[src/rtl/clint_pkg.sv]
// Shared constants and types for the core-local interruptor: bus widths,
// register addresses, access size codes and response codes.
package clint_pkg;

    localparam int DATA_BUS      = 64;
    localparam int DATA_ADDR_BUS = 64;

    localparam logic [DATA_ADDR_BUS-1:0] MTIME_ADDR    = 64'h0000_0000_0200_BFF8;
    localparam logic [DATA_ADDR_BUS-1:0] MTIMECMP_ADDR = 64'h0000_0000_0200_4000;

    localparam logic [1:0] SIZE_B = 2'b00;
    localparam logic [1:0] SIZE_H = 2'b01;
    localparam logic [1:0] SIZE_W = 2'b10;
    localparam logic [1:0] SIZE_D = 2'b11;

    localparam logic [1:0] RESP_OKAY   = 2'b00;
    localparam logic [1:0] RESP_SLVERR = 2'b10;

    typedef enum logic {
        ST_IDLE = 1'b0,
        ST_RESP = 1'b1
    } clint_state_t;

endpackage

[src/rtl/clint_wmerge.sv]
// Size-aware write merge: replaces the low 1/2/4/8 bytes of a 64-bit register
// with right-aligned write data and keeps the remaining upper bytes.
module clint_wmerge
    import clint_pkg::*;
(
    input  logic [63:0] reg_old,
    input  logic [63:0] wdata,
    input  logic [1:0]  size,
    output logic [63:0] reg_new
);

    always_comb begin
        reg_new = reg_old;
        case (size)
            SIZE_B:  reg_new[7:0]  = wdata[7:0];
            SIZE_H:  reg_new[15:0] = wdata[15:0];
            SIZE_W:  reg_new[31:0] = wdata[31:0];
            default: reg_new       = wdata;
        endcase
    end

endmodule

[src/rtl/clint.sv]
// Core-local interruptor: mtime/mtimecmp registers, mtime prescaler,
// single-beat valid/ready register access and the machine timer interrupt.
//
//   state   | meaning
//   --------+-------------------------------------------------------------
//   ST_IDLE | waiting for a request; a valid request is accepted at the edge
//   ST_RESP | ready pulse; read data and resp are presented for one cycle
module clint
    import clint_pkg::*;
#(
    parameter int                         TICK_DIV   = 1,
    parameter logic [DATA_ADDR_BUS-1:0]   MTIME_A    = MTIME_ADDR,
    parameter logic [DATA_ADDR_BUS-1:0]   MTIMECMP_A = MTIMECMP_ADDR
) (
    input  logic                      clk,
    input  logic                      rst_n,
    input  logic                      clint_valid_i,
    output logic                      clint_ready_o,
    input  logic                      clint_req_i,
    input  logic [DATA_ADDR_BUS-1:0]  clint_addr_i,
    input  logic [1:0]                clint_size_i,
    input  logic [DATA_BUS-1:0]       clint_data_write_i,
    output logic [DATA_BUS-1:0]       clint_data_read_o,
    output logic [1:0]                clint_resp_o,
    output logic                      clint_timer_irq_o
);

    localparam int              CNT_W     = (TICK_DIV > 1) ? $clog2(TICK_DIV) : 1;
    localparam logic [CNT_W-1:0] TICK_LAST = CNT_W'(TICK_DIV - 1);

    clint_state_t     state_q, state_d;
    logic [CNT_W-1:0] tick_cnt;
    logic             tick;
    logic [63:0]      mtime, mtimecmp;
    logic [63:0]      mtime_wr, mtimecmp_wr;
    logic             accept;
    logic             sel_mtime, sel_mtimecmp;
    logic [63:0]      rdata_d;
    logic [1:0]       resp_d;

    assign tick         = (tick_cnt == TICK_LAST);
    assign sel_mtime    = (clint_addr_i == MTIME_A);
    assign sel_mtimecmp = (clint_addr_i == MTIMECMP_A);

    clint_wmerge u_wmerge_mtime (
        .reg_old (mtime),
        .wdata   (clint_data_write_i),
        .size    (clint_size_i),
        .reg_new (mtime_wr)
    );

    clint_wmerge u_wmerge_mtimecmp (
        .reg_old (mtimecmp),
        .wdata   (clint_data_write_i),
        .size    (clint_size_i),
        .reg_new (mtimecmp_wr)
    );

    always_comb begin
        state_d       = state_q;
        accept        = 1'b0;
        clint_ready_o = 1'b0;
        case (state_q)
            ST_IDLE: begin
                if (clint_valid_i) begin
                    accept  = 1'b1;
                    state_d = ST_RESP;
                end
            end
            ST_RESP: begin
                clint_ready_o = 1'b1;
                state_d       = ST_IDLE;
            end
            default: state_d = ST_IDLE;
        endcase
    end

    // Read data reflects the registers before this edge's tick or write.
    always_comb begin
        rdata_d = '0;
        resp_d  = RESP_SLVERR;
        if (sel_mtime) begin
            rdata_d = mtime;
            resp_d  = RESP_OKAY;
        end else if (sel_mtimecmp) begin
            rdata_d = mtimecmp;
            resp_d  = RESP_OKAY;
        end
    end

    always_ff @(posedge clk or negedge rst_n) begin
        if (!rst_n) begin
            state_q           <= ST_IDLE;
            tick_cnt          <= '0;
            mtime             <= '0;
            mtimecmp          <= '1;
            clint_timer_irq_o <= 1'b0;
            clint_data_read_o <= '0;
            clint_resp_o      <= RESP_OKAY;
        end else begin
            state_q           <= state_d;
            tick_cnt          <= tick ? '0 : tick_cnt + CNT_W'(1);
            clint_timer_irq_o <= (mtime >= mtimecmp);

            // A software write to mtime overrides the tick increment on the same edge.
            if (accept && clint_req_i && sel_mtime) begin
                mtime <= mtime_wr;
            end else if (tick) begin
                mtime <= mtime + 64'd1;
            end

            if (accept && clint_req_i && sel_mtimecmp) begin
                mtimecmp <= mtimecmp_wr;
            end

            if (accept) begin
                clint_data_read_o <= rdata_d;
                clint_resp_o      <= resp_d;
            end
        end
    end

endmodule
[config.mk]
export PLATFORM = sky130hd
export DESIGN_NAME = clint
export DESIGN_NICKNAME = d
export VERILOG_FILES = /design/src/rtl/clint_pkg.sv /design/src/rtl/clint_wmerge.sv /design/src/rtl/clint.sv
export SDC_FILE = /design/constraint.sdc
export NUM_CORES = 1
export LEC_CHECK = 0
export ABC_AREA = 1
export CAP_MARGIN = 20
export CORE_ASPECT_RATIO = 1.2
export CORE_MARGIN = 2
export CORE_UTILIZATION = 45
export CTS_CLUSTER_DIAMETER = 150
export DETAILED_ROUTE_END_ITERATION = 16
export PLACE_DENSITY = 0.84
export SETUP_SLACK_MARGIN = 0.02
export SYNTH_ARGS = -nofsm -noshare
export SYNTH_HDL_FRONTEND = slang
export SYNTH_SLANG_ARGS = --single-unit
[constraint.sdc]
create_clock -name clk -period 1.7 [get_ports clk]
set_input_delay 0.34 -clock clk [delete_from_list [all_inputs] [get_ports clk]]
set_output_delay 0.34 -clock clk [all_outputs]
set_load 0.1 [all_outputs]
==> flow_summary.yaml, run 1 <==
synthesis:
  synth-edff-count: 0
  async_flop_share_pct: 100
  synth_cell_types: 37
  syn_nets: 2015
  synth_area_per_cell_um2: 6.90
  synthFlopType: "dfrtp_1"
  syn-cell-area_um2: 12500
  yosysSeqAreaShare_pct: 39.6
  synth-seq-cells: 195
  synthCells: 1816
  yosys_warnings: 0
power:
  p_total_mw: 9.48
  switching_share_pct: 26.2
  seq_power_share_pct: 49.1
  p_switching_mw: 2.49
  clock_power_share_pct: 43.1
  intPower_mw: 6.99
  p_leak_nw: 9.38
  ir_drop_mv: 0.467
  p_per_area_nw_per_um2: 478
  pwr-share-comb_pct: 7.8
setup_path:
  critical_path_class: "reg2reg"
  cp-end-kind: "flop"
  crit_cells: 14
  cp_max_fo: 2
  critPathMaxStageDelay_ps: 520
  path_buf_inv: 2
  cp-start-kind: "flop"
  crit_top_cell: "nand2_1"
  critPathSlowestCell: "dfstp_2"
  worstPathCellList: "inv_1 -> ha_1 -> nand2_1 -> inv_1 -> nand2_1 -> nand2_1 -> nand2_1 -> nand3_2 -> nand2_1 -> nand2_2 -> nand2_2 -> nand2_4 -> nand2_2 -> nand2_2"
  worstPathRequired_ps: 2050
  cp.arrival_ps: 2350
  path_delay_family: "simple AND/OR/NAND/NOR gates"
  reg2regPathDepth: 14
  rrSetupSlack_ps: -300
cts:
  cts_sinks: 195
  cts_tree: "yes"
  cts_max_path_buffers: 2
  clkLatencyLatePin_ps: 450
  cts_buffers: 17
  h-tree-depth: 4
  clk_pin_slew_ps: 80
  ctsRootBufferMaster: "clkbuf_16"
global_routing:
  grt_util_all_layers_pct: 31.5
  grt_pass1_vias: 14600
  grt_antenna_before_repair: 0
  grt_max_degree: 51
  grt-ovfl-total: 0
  grt_pass1_wl_um: 73400
job:
  drv_cap: 0
timing:
  fmax_mhz: 501
  finClkSkew_ps: 13.4
  final-setup-viol-count: 52
  period_minus_slack_ps: 2000
  period_share_pct: 118
  relSlewSlack_pct: 64.1
  rsz0062_at_grt: "yes"
  tightestPinTransition_ps: 538
  setup_ws_ps: -298
  hold_viol: 0
  slew_viol_final: 0
layout:
  layout_commonest_cell: "nand2_1"
  insertedDiodeCount: 0
  layout_common_cells: "627 x nand2_1, 228 x buf_4, 185 x inv_1"
  multi_input_area_um2: 7590
  drive_gt1_share_pct: 32.1
  seqCellArea_um2: 4990
  fillers: 1869
  syn_to_final_growth_pct: 58.2
  nets: 2466
  final_util_pct: 72.7
die:
  core_area_um2: 27300
  die_x_um: 156
  die_area_um2: 29200
  start_util_pct: 46.0
  rows: 66
  boundaryPins: 202
  die_h_um: 187
routing:
  drcViolationCount: 0
  wl_um: 50200
  via_per_inst: 5.65
  num_vias: 14800
  drt_first_iter_violations: 1423
  firstDrtPassIters: 7
  wl_per_cell_um: 19.1
  ant_nets: 0
min_path:
  min_path_type: "in2async"
status:
  violations: "negative setup slack"
  status: "complete, but fails checks"
placement:
  gp_congestion: 0.981
  dp_hpwl_um: 33700
  port-buffer-count: 200
[per-layer routing]
layer,share of wire (%),up-vias,track usage [%],routed length (um)
li1,-,6690,-,-
met4,6.5,0,15.5,3290
met1,37,6968,37.4,18300
met3,7.4,257,4.58,3710
met5,0,-,0,0
met2,50,887,55.3,24900
[metrics by stage]
stage / area, um^2 / instances / TNS, ps / worst slack (ps) / hold WS [ps]
floorplan: 12600 / 1816 / -27.2 / -3.40 / 44.4
global placement: 17300 / 2526 / -91930 / -562 / 338
detailed placement: 17300 / 2526 / -102490 / -647 / 345
CTS: 18800 / 2593 / -2270 / -183 / 425
global route: 19800 / 2620 / -10750 / -330 / 446
finish: 19800 / 2620 / -6730 / -298 / 407
[state kept, by name (all words and copies together) (netlist names)]
signal             cells
mtimecmp              64
clint_resp_o           1
clint_data_read_o     64
mtime                 64
clint_timer_irq_o      1
state_q                1
[layout make-up]
cell class,count,area share (%)
Timing Repair Buffer,495,27.5
Sequential cell,195,25.2
Inverter,201,3.99
Tap cell,340,2.15
Clock buffer,20,2.31
Clock inverter,12,0.581
Multi-Input combinational cell,1357,38.3
[final timing paths]
kind                                   startpoint               endpoint
max                                   mtimecmp[3]      clint_timer_irq_o
min                                         rst_n  clint_data_read_o[24]
max reg2reg                           mtimecmp[3]      clint_timer_irq_o
min reg2reg                          mtimecmp[18]           mtimecmp[18]
max in group asynchronous                   rst_n           mtimecmp[60]
min in group clk           clint_data_write_i[51]           mtimecmp[51]
[kinds of logic (layout without fill, tap and decap cells)]
| kind of cell | after synthesis | count (layout) | share of synthesized area, % |
|---|---|---|---|
| adder cells (fa/ha/maj) | 65 | 65 | 6.49 |
| XOR/XNOR | 30 | 30 | 2.10 |
| other | 1 | 1 | 0.0299 |
| flip-flops | 195 | 195 | 39.6 |
| AND/OR/NAND/NOR | 1042 | 1042 | 33.9 |
| AO/OA/AOI/OAI | 219 | 219 | 9.48 |
| buffers and inverters | 264 | 728 | 8.40 |
[synth_stat cells, types with 2 or more instances]
cell type,count,share of area [%]
a21oi_1,38,1.5
buf_4,4,0.24
o22ai_1,64,3.2
clkbuf_1,18,0.54
buf_2,25,1.0
buf_6,2,0.18
nand2_1,704,21
o21ai_1,15,0.60
xor2_1,29,2.0
buf_1,14,0.42
nand4_1,29,1.4
nor4_1,2,0.10
and3_1,2,0.10
nand3b_1,2,0.12
nor3b_1,3,0.18
nor2_4,5,0.45
o211ai_1,2,0.12
ha_1,65,6.5
nand2_2,6,0.30
nand3_1,97,3.9
o21ai_0,97,3.9
nor3_1,14,0.56
nor2_2,6,0.30
dfrtp_1,131,26
nor2_1,168,5.0
dfstp_2,64,13
inv_1,200,6.0
[power by group through the flow]
stage                     Combinational, mW  Clock, mW  Sequential [mW]
final                                 0.739       4.09             4.65
after global routing                  0.787       4.26             4.65
after CTS                             0.715       4.06             4.65
after detailed placement              0.748          0             4.74
after global placement                0.735          0             4.74
after floorplan                       0.147          0             4.77
[repair_timing]
item	4_1_cts	5_1_grt
hold buffers	1	0
resized for setup	242	228
endpoints found under the hold margin	27	0
cloned	7	9
setup buffers	28	21
endpoints found under the setup margin	172	180
pin swaps	64	74
Power figures use the tool's default switching activity.
==> inputs of run 2 (changes only) <==
--- a/config.mk
+++ b/config.mk
@@ -10,10 +10,10 @@
 export CORE_ASPECT_RATIO = 1.2
 export CORE_MARGIN = 2
 export CORE_UTILIZATION = 45
-export CTS_CLUSTER_DIAMETER = 150
 export DETAILED_ROUTE_END_ITERATION = 16
 export PLACE_DENSITY = 0.84
 export SETUP_SLACK_MARGIN = 0.02
+export SLEW_MARGIN = 10
 export SYNTH_ARGS = -nofsm -noshare
 export SYNTH_HDL_FRONTEND = slang
 export SYNTH_SLANG_ARGS = --single-unit
==> results of run 2 <==
No change in the layout: final DEF, timing and power equal those of run 1.
